### src/rtl/led_matrix_pkg.sv
// -----------------------------------------------------------------------------
// led_matrix_pkg
// Shared constants and helpers for the LED dot-matrix scan driver.
//   DEF_*      : default geometry and timing used by led_matrix_scan
//   row_idx_w  : width of a row index for a given row count
//   frame_t    : frame buffer type at the default geometry
// -----------------------------------------------------------------------------
package led_matrix_pkg;

  localparam int DEF_ROWS         = 8;
  localparam int DEF_COLS         = 8;
  localparam int DEF_SCAN_DIV     = 48829;
  localparam int DEF_DIV_BITS     = 16;
  localparam int DEF_BLANK_CYCLES = 4;

  // Row index width; never narrower than one bit.
  function automatic int row_idx_w(input int rows);
    return (rows > 1) ? $clog2(rows) : 1;
  endfunction

  // One frame: an array of COLS-bit rows, bit set = pixel lit.
  typedef logic [DEF_COLS-1:0] frame_t [DEF_ROWS];

endpackage

### src/rtl/led_scan_tick.sv
// -----------------------------------------------------------------------------
// led_scan_tick
// Row-period divider. Counts 0..SCAN_DIV-1 and wraps; tick is high while the
// count sits at its last value, so the row advances on the wrapping edge.
// Ports:
//   clk    in   system clock
//   reset  in   asynchronous active-low reset
//   tick   out  end-of-row-period strobe
//   cnt    out  position inside the current row period
// -----------------------------------------------------------------------------
module led_scan_tick #(
  parameter int SCAN_DIV = 48829,
  parameter int DIV_BITS = 16
) (
  input  logic                clk,
  input  logic                reset,
  output logic                tick,
  output logic [DIV_BITS-1:0] cnt
);

  localparam logic [DIV_BITS-1:0] LAST = DIV_BITS'(SCAN_DIV - 1);

  always_ff @(posedge clk or negedge reset) begin
    if (!reset) begin
      cnt <= '0;
    end else if (cnt == LAST) begin
      cnt <= '0;
    end else begin
      cnt <= cnt + DIV_BITS'(1);
    end
  end

  assign tick = (cnt == LAST);

endmodule

### src/rtl/led_matrix_scan.sv
// -----------------------------------------------------------------------------
// led_matrix_scan
// Double-buffered LED dot-matrix scan driver. User logic writes whole rows into
// the back buffer; the front buffer is scanned one row per divider period with
// the columns blanked for BLANK_CYCLES after each row change. A requested swap
// is held pending and executed only when the scan wraps from the last row to
// row 0, so a frame is never torn.
//
// Optional build macro LED_MATRIX_SCAN_BRIGHTNESS_EN adds a 4-bit bright input
// and a free-running pwm counter; lit columns are gated to pwm < bright.
//
// Ports:
//   clk           in   system clock
//   reset         in   asynchronous active-low reset
//   wr_en         in   back-buffer write strobe
//   wr_row        in   back-buffer row address (out-of-range ignored)
//   wr_data       in   row pixel data, 1 = lit
//   swap_req      in   request a buffer swap at the next frame boundary
//   bright        in   (macro only) brightness, 0 = dark, 15 = 15/16 duty
//   swap_pending  out  swap requested but not yet executed
//   frame_start   out  one-cycle pulse when row 0 begins
//   row           out  one-hot active-low row select
//   col           out  active-high column drive
// -----------------------------------------------------------------------------
module led_matrix_scan
  import led_matrix_pkg::*;
#(
  parameter int ROWS         = DEF_ROWS,
  parameter int COLS         = DEF_COLS,
  parameter int SCAN_DIV     = DEF_SCAN_DIV,
  parameter int DIV_BITS     = DEF_DIV_BITS,
  parameter int BLANK_CYCLES = DEF_BLANK_CYCLES
) (
  input  logic                        clk,
  input  logic                        reset,
  input  logic                        wr_en,
  input  logic [row_idx_w(ROWS)-1:0]  wr_row,
  input  logic [COLS-1:0]             wr_data,
  input  logic                        swap_req,
`ifdef LED_MATRIX_SCAN_BRIGHTNESS_EN
  input  logic [3:0]                  bright,
`endif
  output logic                        swap_pending,
  output logic                        frame_start,
  output logic [ROWS-1:0]             row,
  output logic [COLS-1:0]             col
);

  localparam int              IW       = row_idx_w(ROWS);
  localparam logic [IW-1:0]   LAST_ROW = IW'(ROWS - 1);

  logic                tick;
  logic [DIV_BITS-1:0] cnt;

  led_scan_tick #(
    .SCAN_DIV (SCAN_DIV),
    .DIV_BITS (DIV_BITS)
  ) u_tick (
    .clk   (clk),
    .reset (reset),
    .tick  (tick),
    .cnt   (cnt)
  );

  // fb[fsel] is the front (displayed) buffer, fb[!fsel] the back buffer.
  logic [COLS-1:0] fb [2][ROWS];
  logic            fsel;
  logic [IW-1:0]   idx;
  // run stays low until the first tick so the matrix is dark before row 0.
  logic            run;

  logic                wrap;
  logic                do_swap;
  logic                wr_ok;
  logic                run_nxt;
  logic                fsel_nxt;
  logic [IW-1:0]       idx_nxt;
  logic [DIV_BITS-1:0] cnt_nxt;
  logic                blank_nxt;
  logic [COLS-1:0]     lit;
  logic [COLS-1:0]     col_nxt;

`ifdef LED_MATRIX_SCAN_BRIGHTNESS_EN
  logic [3:0] pwm;
  logic [3:0] pwm_nxt;
`endif

  // With a power-of-two row count every address is valid.
  if ((1 << IW) == ROWS) begin : g_full_rows
    assign wr_ok = 1'b1;
  end else begin : g_part_rows
    assign wr_ok = (wr_row <= LAST_ROW);
  end

  // Only a genuine wrap from the last row is a frame boundary; the first
  // entry into row 0 after reset is not.
  assign wrap    = tick && run && (idx == LAST_ROW);
  assign do_swap = wrap && swap_pending;

  // Columns are registered, so they are computed from the state the next
  // cycle will have: its row, its front buffer and its in-period count.
  always_comb begin
    run_nxt  = run | tick;
    idx_nxt  = idx;
    fsel_nxt = fsel;
    if (tick) begin
      if (!run || idx == LAST_ROW) begin
        idx_nxt = '0;
      end else begin
        idx_nxt = idx + IW'(1);
      end
    end
    if (do_swap) begin
      fsel_nxt = ~fsel;
    end
    cnt_nxt   = tick ? '0 : cnt + DIV_BITS'(1);
    blank_nxt = (cnt_nxt < DIV_BITS'(BLANK_CYCLES));
    lit       = fb[fsel_nxt][idx_nxt];
`ifdef LED_MATRIX_SCAN_BRIGHTNESS_EN
    pwm_nxt = pwm + 4'd1;
    if (pwm_nxt >= bright) begin
      lit = '0;
    end
`endif
    col_nxt = (run_nxt && !blank_nxt) ? lit : '0;
  end

  always_ff @(posedge clk or negedge reset) begin
    if (!reset) begin
      run          <= 1'b0;
      idx          <= '0;
      fsel         <= 1'b0;
      swap_pending <= 1'b0;
      frame_start  <= 1'b0;
      row          <= '1;
      col          <= '0;
      for (int b = 0; b < 2; b++) begin
        for (int r = 0; r < ROWS; r++) begin
          fb[b][r] <= '0;
        end
      end
`ifdef LED_MATRIX_SCAN_BRIGHTNESS_EN
      pwm          <= '0;
`endif
    end else begin
      run          <= run_nxt;
      idx          <= idx_nxt;
      fsel         <= fsel_nxt;
      // A request arriving on the swap edge starts a fresh pending swap.
      swap_pending <= (swap_pending & ~do_swap) | swap_req;
      frame_start  <= tick && (idx_nxt == '0);
      if (tick) begin
        row <= ~(ROWS'(1) << idx_nxt);
      end
      col <= col_nxt;
      // Old fsel: a write on the swap edge lands in the buffer becoming front.
      if (wr_en && wr_ok) begin
        fb[!fsel][wr_row] <= wr_data;
      end
`ifdef LED_MATRIX_SCAN_BRIGHTNESS_EN
      pwm          <= pwm_nxt;
`endif
    end
  end

endmodule

### config.mk
export PLATFORM = sky130hd
export DESIGN_NAME = led_matrix_scan
export DESIGN_NICKNAME = d
export VERILOG_FILES = /design/src/rtl/led_matrix_pkg.sv /design/src/rtl/led_scan_tick.sv /design/src/rtl/led_matrix_scan.sv
export SDC_FILE = /design/constraint.sdc
export NUM_CORES = 1
export LEC_CHECK = 0
export ABC_AREA = 0
export BUFFER_PORTS_ARGS = -buffer_cell sky130_fd_sc_hd__clkbuf_2
export CORE_ASPECT_RATIO = 0.75
export CORE_MARGIN = 8
export CORE_UTILIZATION = 65
export CTS_CLUSTER_SIZE = 25
export DETAILED_ROUTE_END_ITERATION = 6
export GPL_ROUTABILITY_DRIVEN = 0
export PLACE_DENSITY = 0.83
export REMOVE_ABC_BUFFERS = 1
export SKIP_CTS_REPAIR_TIMING = 1
export SYNTH_ARGS = -nofsm -noshare
export SYNTH_HDL_FRONTEND = slang
export SYNTH_SLANG_ARGS = --single-unit
### constraint.sdc
create_clock -name clk -period 5.15 [get_ports clk]
set_clock_uncertainty 0.15 [all_clocks]
set_input_delay 0 -clock clk [delete_from_list [all_inputs] [get_ports clk]]
set_output_delay 0 -clock clk [all_outputs]
set_load 0.02 [all_outputs]
==> results.toml, run 1 <==
[outcome]
status = "finished clean"

[final_layout]
syn_to_final_growth_pct = 9.988
drive_above_1_share_pct = 28.81
nets = 780
n_antenna_cell = 0

[clock_network]
cts_tree = "built"
clk_path_buf_depth = 2
h-tree-depth = 4
clock_sinks = 167
cts.reportedPaths.clkPinSlew_ns = 0.06
cts-buffers-inserted = 17
insertion_delay_ns = 0.43
cts_root_buffer = "clkbuf_16"

[pwr]
leakagePower_nw = 3.924
p_switching_mw = 0.6856
total_power_mw = 2.998
internal-power_mw = 2.313
ir_drop_uv = 306.6
swShare_pct = 22.87
p_seq_share_pct = 49.9
power_frac_clock_pct = 43.6
powerDensity_nw_per_um2 = 324.3
pwr-share-comb_pct = 6.5

[logic_synthesis]
ys_ff_latch = 167
syn-instance-count = 750
synth_edf_count = 0
synth_top_area_cell = "dfrtp_1"
synth.area.top_cells = "dfrtp_1 47%, mux2_2 18%, nand2_1 3.4%"
synth_async_sr_flop_share_pct = 100.0
dominantRegCellSynth = "dfrtp_1"
synth_warnings = 0
syn_area_sq_um = 8406
synth_top_area_share_pct = 47.34
yosysSeqAreaShare_pct = 49.84
syn_area_per_cell_sq_um = 11.21
yosys.cell_types.count = 69

[sta]
drv_slew = 0
tns_ns = 0
tightestPinTransition_ns = 1.189
rsz0062_at_grt = "no"
fmax_ghz = 0.2510
fin_crit_ns = 3.983
setup_viol = 0
slew_headroom_pct = 20.56
finalCritPeriodShare_pct = 77.35
hold_viol = 0

[floorplanning]
dieWidth_um = 147.3
start_util_pct = 65.71
io_pins = 33
core_region_area_sq_um = 12790
die_h_um = 114.5
die_area_sq_um = 16860
fp-row-count = 36

[route]
drt_iter0_drc = 652
drtAntennaViolNets = 0
drt-total-wl_um = 21680
firstDrtPassIters = 6
via_count = 6268
drc_errors = 0
avgViaCountPerCell = 6.633
wl_per_cell_um = 22.94

[setup_path]
cpMostUsedCell = "ha_1"
ff2ff_setup_slack_ns = 1.17
critPathMaxStageDelay_ns = 0.80
crit_slowest_cell = "dfrtp_1"
critPathTopFamily = "simple AND/OR/NAND/NOR gates"
end_kind = "register"
arrival_ns = 4.16
path_cells = "ha_1 > ha_1 > nand3_1 > or2_1 > nor3_4 > nor2_8 > clkinv_4 > nand2_1 > a32o_1 > o31ai_1"
path_buf_inv = 1
crit_type = "reg2reg"
cp.required_ns = 5.32
cp-start-kind = "register"
path_max_fanout = 32

[placed_design]
portBuffers = 32
dp_hpwl_um = 13840

[global_route]
grt_max_degree = 122
grtUsageTotal_pct = 26.45
grt_pass1_vias = 6409
antenna_found_initial = 0
grt_pass1_wl_um = 34650
overflow = 0

[job]
cap_violations = 0

[min_path]
hold_class = "in2reg"
## cell type report
class	instances	area (sq um)
clock buffer	20	456.7
inverter	9	38.79
tap	171	214.0
timing repair buffer	41	251.5
clock inverter	12	152.6
multi-input combinational	525	3943
fill	845	3547
sequential	167	4189
## power groups by stage
stage                     clock [mW]  sequential [mW]  combinational [mW]
after global routing            1.37             1.51               0.215
final                           1.31             1.49               0.195
after detailed placement           0             1.51               0.189
after CTS                       1.32             1.49               0.193
after global placement             0             1.51               0.175
after floorplan                    0             1.49               0.120
## metrics by stage
stage               std cells  utilization, %  hold slack (ns)  worst slack (ns)  area [sq um]
floorplan                 701               -          -0.4456             1.984          8162
global placement          906           66.96          0.03469             1.551          8566
detailed placement        906           66.96          0.04366             1.302          8566
CTS                       938           71.72          -0.4041             1.271          9175
global route              945           72.27          0.03040            0.9933          9245
finish                    945           72.27          0.01668             1.167          9245
## layout by cell type, fill, tap and decap left out, drive strengths merged, types with 3 or more instances in the layout
| cell | n |
|---|---|
| nor2 | 47 |
| a32oi | 7 |
| a211oi | 10 |
| o31ai | 10 |
| a21oi | 9 |
| and2 | 6 |
| nand2b | 6 |
| a31oi | 7 |
| dfstp | 8 |
| inv | 7 |
| nor3 | 8 |
| buf | 3 |
| nand4 | 14 |
| bufinv | 3 |
| or3 | 6 |
| nand3 | 51 |
| ha | 4 |
| clkbuf | 51 |
| and3 | 6 |
| nand2 | 77 |
| nor4 | 3 |
| nor2b | 4 |
| xnor2 | 9 |
| dfrtp | 159 |
| clkinvlp | 4 |
| dlygate4sd3 | 7 |
| a32o | 14 |
| nand3b | 3 |
| a22oi | 8 |
| mux2 | 132 |
| xor2 | 5 |
| or2 | 3 |
| clkinv | 7 |
| and4 | 3 |
| mux2i | 19 |
| o21ai | 36 |
## routing by layer
metal  part of all wire, %  wire length [um]  vias up  global-route usage [%]
met4                   2.5               539        0                   10.91
met2                    48             10420      280                   41.92
met1                    41              8869     3189                   33.41
li1                      -                 -     2744                       -
met5                     0                 0        -                       0
met3                   8.5              1848       55                   7.978
## flip-flops by register name (all words and copies together), names as in the netlist
register      count
run               1
u_tick.cnt       16
fsel              1
row               8
col               8
fb              128
swap_pending      1
frame_start       1
idx               3
## cell families after synthesis
| family | after synthesis | synth area share (%) |
|---|---|---|
| DFF | 167 | 49.84 |
| xor gates and xnor gates | 14 | 1.459 |
| buffers and inverters | 58 | 3.364 |
| AOI/OAI and AO/OA | 113 | 9.839 |
| and+or+nand+nor | 242 | 14.69 |
| muxes | 152 | 20.21 |
| adders and majority gates | 4 | 0.5954 |
## cell usage after synthesis (all sizes together), types with 9 or more instances
library cell,n
xnor2,9
nand4,14
nor2,47
nand2,77
o21ai,36
a32o,14
a21oi,9
clkbuf,28
mux2,132
nand3,51
o31ai,10
mux2i,19
a211oi,10
buf,21
dfrtp,159
## path summary, 6_finish.rpt
check,startpoint,to,cells past startpoint
min in group asynchronous,reset,fb[112]$_DFFE_PN0P_,2
worst max-delay path,idx[0]$_DFF_PN0_,col[1]$_DFF_PN0_,10
max in group asynchronous,reset,fb[62]$_DFFE_PN0P_,3
worst min register to register,fb[54]$_DFFE_PN0P_,fb[54]$_DFFE_PN0P_,1
worst max register to register,idx[0]$_DFF_PN0_,col[1]$_DFF_PN0_,10
worst min-delay path,wr_data[3],fb[3]$_DFFE_PN0P_,2
No activity file was read; power rests on OpenSTA's default activity.
==> run 2: changes to the inputs <==
--- a/config.mk
+++ b/config.mk
@@ -5,15 +5,15 @@
 export SDC_FILE = /design/constraint.sdc
 export NUM_CORES = 1
 export LEC_CHECK = 0
-export ABC_AREA = 0
+export ABC_AREA = 1
 export BUFFER_PORTS_ARGS = -buffer_cell sky130_fd_sc_hd__clkbuf_2
 export CORE_ASPECT_RATIO = 0.75
 export CORE_MARGIN = 8
-export CORE_UTILIZATION = 65
+export CORE_UTILIZATION = 56
 export CTS_CLUSTER_SIZE = 25
 export DETAILED_ROUTE_END_ITERATION = 6
 export GPL_ROUTABILITY_DRIVEN = 0
-export PLACE_DENSITY = 0.83
+export PLACE_DENSITY = 0.76
 export REMOVE_ABC_BUFFERS = 1
 export SKIP_CTS_REPAIR_TIMING = 1
 export SYNTH_ARGS = -nofsm -noshare
==> constraint.sdc (replaced) <==
create_clock -name clk -period 3.55 [get_ports clk]
set_clock_uncertainty 0.15 [all_clocks]
set_input_delay 0 -clock clk [delete_from_list [all_inputs] [get_ports clk]]
set_output_delay 0 -clock clk [all_outputs]
set_load 0.02 [all_outputs]
==> results.toml, run 2 <==
[final_layout]
multiInputGateArea_sq_um = 3157
reg_top3 = "fb x128, u_tick.cnt x16"
final_cell_mix = "261 x nand2_1, 159 x dfrtp_1, 132 x nand3_1, 99 x nor2_1, 95 x o21ai_0"
n_fill_cell = 1158
drive_above_1_share_pct = 10.05
layout_commonest_cell = "nand2_1"
syn_to_final_growth_pct = 11.27
seq_area_sq_um = 4189
largest_register = "fb"
largest_reg_flops = 128
nets = 1013
n_antenna_cell = 0

[floorplanning]
die_area_sq_um = 18110
io_pins = 33
dieWidth_um = 152.7
die_h_um = 118.6
fp-row-count = 37
start_util_pct = 57.30
core_region_area_sq_um = 13700

[clock_network]
clock_sinks = 167
clk_path_buf_depth = 2
cts-buffers-inserted = 17
insertion_delay_ns = 0.43
cts.reportedPaths.clkPinSlew_ns = 0.06
cts_root_buffer = "clkbuf_16"
cts_tree = "built"
h-tree-depth = 4

[route]
via_count = 6608
avgViaCountPerCell = 5.600
wl_per_cell_um = 17.32
drt_iter0_drc = 817
drc_errors = 0
drtAntennaViolNets = 0
firstDrtPassIters = 5
drt-total-wl_um = 20440

[logic_synthesis]
yosysMostFrequentCell = "nand2_1"
syn_area_sq_um = 7853
synth_common_cells = "261 x nand2_1, 159 x dfrtp_1, 132 x nand3_1, 99 x nor2_1, 95 x o21ai_0"
dominantRegCellSynth = "dfrtp_1"
ys_ff_latch = 167
synth_warnings = 0
synth.area.top_cells = "dfrtp_1 51%, nand2_1 12%, nand3_1 8.4%"
yosysSeqAreaShare_pct = 53.35
synth_async_sr_flop_share_pct = 100.0
syn_area_per_cell_sq_um = 8.013
synth_edf_count = 0
synth_top_area_cell = "dfrtp_1"
syn-instance-count = 980
synth_top_area_share_pct = 50.67
yosys.cell_types.count = 31

[setup_path]
cp-start-kind = "register"
cpMostUsedCell = "nor2_1"
crit_slowest_cell = "dfrtp_1"
r2r_start = "u_tick.cnt[0]$_DFF_PN0_"
cp.required_ns = 3.72
arrival_ns = 3.06
critPathMaxStageDelay_ns = 0.41
worstSetupStartpoint = "u_tick.cnt[0]$_DFF_PN0_"
reg2reg_to = "col[3]$_DFF_PN0_"
crit_type = "reg2reg"
end_kind = "register"
path_cells = "inv_1 > ha_1 > inv_1 > nor2_1 > nand2_1 > nor2_2 > nand2_2 > nand2_1 > inv_1 > nor2_4 > nand2_4 > inv_4 > nand3_1 > nand2_1 > nor2_1 > nor2_1 > nor2_1"
ff2ff_setup_slack_ns = 0.66
r2r_cells = 17
path_max_fanout = 15

[sta]
setup_viol = 0
fin_crit_ns = 2.891
hold_viol = 0
finalCritPeriodShare_pct = 81.43
tightestPinTransition_ns = 1.177
slew_headroom_pct = 21.04
tns_ns = 0
rsz0062_at_grt = "no"
drv_slew = 0
fmax_ghz = 0.3459

[pwr]
pwr-share-comb_pct = 5.2
total_power_mw = 4.330
leakagePower_nw = 4.246
powerDensity_nw_per_um2 = 495.6
p_seq_share_pct = 49.0
p_switching_mw = 0.9851
ir_drop_uv = 388.8
power_frac_clock_pct = 45.8
internal-power_mw = 3.345
swShare_pct = 22.75

[min_path]
hold_class = "in2reg"
hp-start = "wr_data[3]"
hold_path_end = "fb[19]$_DFFE_PN0P_"
hold_path_depth = 3

[global_route]
overflow = 0
grt_pass1_wl_um = 33290
grtUsageTotal_pct = 23.17
antenna_found_initial = 0
grt_pass1_vias = 6137
grt_max_degree = 93

[outcome]
status = "finished clean"

[job]
cap_violations = 0

[placed_design]
dp_hpwl_um = 13070
portBuffers = 32
==> run 2: changes by cell type after synthesis, sizes merged, moves of 14 or more <==
cell and delta:
a21oi +34, nand2 +193, inv +69, nor2 +58, a32o -14, mux2 -132
mux2i -19, nand3 +81, o21ai +69
==> run 2: worst max-delay path by stage <==
| stage | end | slack (ns) |
|---|---|---|
| detailed placement | col[4]$_DFF_PN0_ | 0.74 |
| global route | col[6]$_DFF_PN0_ | 0.39 |
| floorplan | col[6]$_DFF_PN0_ | 0.61 |
| global placement | col[4]$_DFF_PN0_ | 0.83 |
| CTS | col[4]$_DFF_PN0_ | 0.69 |
| finish | col[3]$_DFF_PN0_ | 0.66 |
==> run 2: kinds of logic (layout without fill, tap and decap cells) <==
kind of cell               after synthesis  count (layout)  synth area share [%]
AOI/OAI and AO/OA                      157             157                 10.31
buffers and inverters                  123             148                 6.533
and+or+nand+nor                        527             527                 28.95
xor gates and xnor gates                 2               2                0.2231
adders and majority gates                4               4                0.6374
DFF                                    167             167                 53.35
==> run 2: layout make-up <==
type,count,area share (%)
timing repair buffer,42,2.993
clock buffer,22,5.427
tap,175,2.506
multi-input combinational,690,36.13
sequential,167,47.95
inverter,76,3.322
clock inverter,8,1.675
==> run 2: metrics by stage <==
stage / hold WS (ns) / setup WS [ns] / instances / instance area (sq um) / util, %
final: 0.003257 / 0.6592 / 1180 / 8737 / 63.76
after global routing: 0.03374 / 0.3926 / 1180 / 8737 / 63.76
after CTS: -0.4592 / 0.6921 / 1177 / 8707 / 63.54
after detailed placement: -0.002985 / 0.7387 / 1147 / 8087 / 59.01
after global placement: -0.005536 / 0.8255 / 1147 / 8087 / 59.01
after floorplan: -0.4456 / 0.6086 / 933 / 7630 / -
==> run 2: power groups by stage <==
stage	clock, mW	sequential, mW	combinational [mW]
finish	1.98	2.12	0.225
detailed placement	0	2.15	0.225
CTS	1.99	2.12	0.226
global placement	0	2.15	0.213
floorplan	0	2.13	0.132
global route	2.07	2.14	0.263
==> run 2: per-layer routing <==
layer | global-route usage (%) | vias up | part of all wire (%)
li1 | - | 3204 | -
met1 | 34.04 | 3109 | 48
met2 | 33.49 | 279 | 43
met3 | 5.825 | 16 | 8.3
met4 | 6.042 | 0 | 0.97
met5 | 0 | - | 0
==> run 2: critical path: cells and delay by family, from the launching register on <==
kind / cells / cell delay (ns)
simple gates: 12 / 1.63
fa+ha+maj: 1 / 0.17
buf+inv: 4 / 0.42
flops: 1 / 0.41
==> run 3: changes to the inputs <==
--- a/config.mk
+++ b/config.mk
@@ -9,11 +9,11 @@
 export BUFFER_PORTS_ARGS = -buffer_cell sky130_fd_sc_hd__clkbuf_2
 export CORE_ASPECT_RATIO = 0.75
 export CORE_MARGIN = 8
-export CORE_UTILIZATION = 56
+export CORE_UTILIZATION = 62
 export CTS_CLUSTER_SIZE = 25
 export DETAILED_ROUTE_END_ITERATION = 6
 export GPL_ROUTABILITY_DRIVEN = 0
-export PLACE_DENSITY = 0.76
+export PLACE_DENSITY = 0.8
 export REMOVE_ABC_BUFFERS = 1
 export SKIP_CTS_REPAIR_TIMING = 1
 export SYNTH_ARGS = -nofsm -noshare
==> constraint.sdc (replaced) <==
create_clock -name clk -period 3 [get_ports clk]
set_clock_uncertainty 0.15 [all_clocks]
set_input_delay 0 -clock clk [delete_from_list [all_inputs] [get_ports clk]]
set_output_delay 0 -clock clk [all_outputs]
set_load 0.02 [all_outputs]
==> results.toml, run 3 (synthesis results as in run 2) <==
[outcome]
status = "finished, violations left"
violations = "design-rule violations, negative hold slack"

[final_layout]
drive_above_1_share_pct = 10.93
syn_to_final_growth_pct = 12.35
largest_reg_flops = 128
final_cell_mix = "261 x nand2_1, 159 x dfrtp_1, 132 x nand3_1, 99 x nor2_1, 95 x o21ai_0"
n_antenna_cell = 0
reg_top3 = "fb x128, u_tick.cnt x16"
nets = 1022
largest_register = "fb"
n_fill_cell = 940
layout_commonest_cell = "nand2_1"
design_area_sq_um = 8822

[sta]
hold_viol = 25
layout_setup_ws_ns = 0.2091
rsz0062_at_grt = "no"
fin_crit_ns = 2.791
tightestPinTransition_ns = 0.6973
slew_headroom_pct = 53.38
worst_hold_slack_ns = -0.05025
finalCritPeriodShare_pct = 93.03
setup_viol = 0
drv_slew = 0
fmax_ghz = 0.3583
tns_ns = 0

[setup_path]
worstSetupStartpoint = "u_tick.cnt[0]$_DFF_PN0_"
cp.required_ns = 3.19
end_kind = "register"
ff2ff_setup_slack_ns = 0.21
r2r_cells = 16
r2r_start = "u_tick.cnt[0]$_DFF_PN0_"
arrival_ns = 2.98
crit_type = "reg2reg"
crit_path_end = "col[6]$_DFF_PN0_"
reg2reg_to = "col[6]$_DFF_PN0_"
path_max_fanout = 16
cp-start-kind = "register"

[clock_network]
cts.reportedPaths.clkPinSlew_ns = 0.06
h-tree-depth = 4
insertion_delay_ns = 0.42
cts-buffers-inserted = 17
clk_path_buf_depth = 2
cts_tree = "built"
cts_root_buffer = "clkbuf_16"
clock_sinks = 167

[global_route]
grt_pass1_vias = 6464
overflow = 0
grt_pass1_wl_um = 33740
grt_max_degree = 78
grtUsageTotal_pct = 25.38
antenna_found_initial = 0

[route]
wl_per_cell_um = 17.32
firstDrtPassIters = 7
avgViaCountPerCell = 5.853
via_count = 6918
drt_iter0_drc = 884
drt-total-wl_um = 20470
drc_errors = 1
drtAntennaViolNets = 0

[placed_design]
place_area_sq_um = 8143
dp_hpwl_um = 13260
portBuffers = 32
dp_slack_ns = 0.2925

[floorplanning]
die_h_um = 113.5
fp-row-count = 35
start_util_pct = 63.81
dieWidth_um = 146.0
core_region_area_sq_um = 12310
io_pins = 33
die_area_sq_um = 16560

[min_path]
hold_class = "in2reg"
hold_path_depth = 5

[pwr]
leakagePower_nw = 4.293
powerDensity_nw_per_um2 = 588.1
ir_drop_uv = 478.2

[job]
cap_violations = 0
==> run 3: changes by cell type in the layout (fill, tap and decap cells not counted), sizes merged <==
cell / change
buf: +9
clkinvlp: +2
bufinv: +1
clkbuf: -1
==> run 3: metrics by stage <==
stage / util [%] / std cells / total power [mW]
final: 71.69 / 1182 / 5.188
after CTS: 71.45 / 1179 / 5.202
after detailed placement: 66.17 / 1147 / 2.815
after global routing: 71.69 / 1182 / 5.352
after global placement: 66.17 / 1147 / 2.801
after floorplan: - / 933 / 2.679
==> run 3: critical path: stages, from the launching register on <==
cell     delay [ns]
dfrtp_1        0.41
inv_1          0.07
ha_1           0.17
inv_1          0.06
nor2_1         0.13
nand2_1        0.08
nor2_2         0.12
nand2_2        0.20
nand2_1        0.19
o21ai_4        0.13
nor2_4         0.39
a21oi_1        0.20
nand3_1        0.12
nand2_1        0.06
nand2_1        0.07
nand2_1        0.05
nor2_1         0.12
==> run 3: worst min path at each step <==
stage / from / to / slack [ns]
final: wr_row[1] / fb[102]$_DFFE_PN0P_ / -0.05
after global routing: wr_en / fb[22]$_DFFE_PN0P_ / 0.001
after CTS: reset / u_tick.cnt[15]$_DFF_PN0_ / -0.58
after detailed placement: reset / u_tick.cnt[15]$_DFF_PN0_ / -0.14
after global placement: reset / u_tick.cnt[15]$_DFF_PN0_ / -0.14
after floorplan: reset / col[0]$_DFF_PN0_ / -0.45
==> run 3: power breakdown <==
part           leakage [nW]  internal [mW]  switching, mW
clock network         0.304           1.50          0.894
logic                  1.82         0.0898          0.180
registers              2.17           2.42          0.101
total                  4.29           4.01           1.17
==> run 3: metal layers <==
layer / part of all wire (%) / vias to the layer above / global-route usage, %
li1: - / 3232 / -
met1: 46 / 3263 / 37.68
met2: 43 / 389 / 36.63
met3: 9.6 / 34 / 4.786
met4: 1.4 / 0 / 8.437
met5: 0 / - / 0
==> run 3: final cells by class <==
class                      instances  area (sq um)  area share (%)
clock buffer                      21         450.4           5.106
timing repair buffer              51         329.1           3.730
sequential                       167          4189           47.48
inverter                          76         290.3           3.290
tap                              166         207.7           2.354
clock inverter                    11         198.9           2.255
multi-input combinational        690          3157           35.78
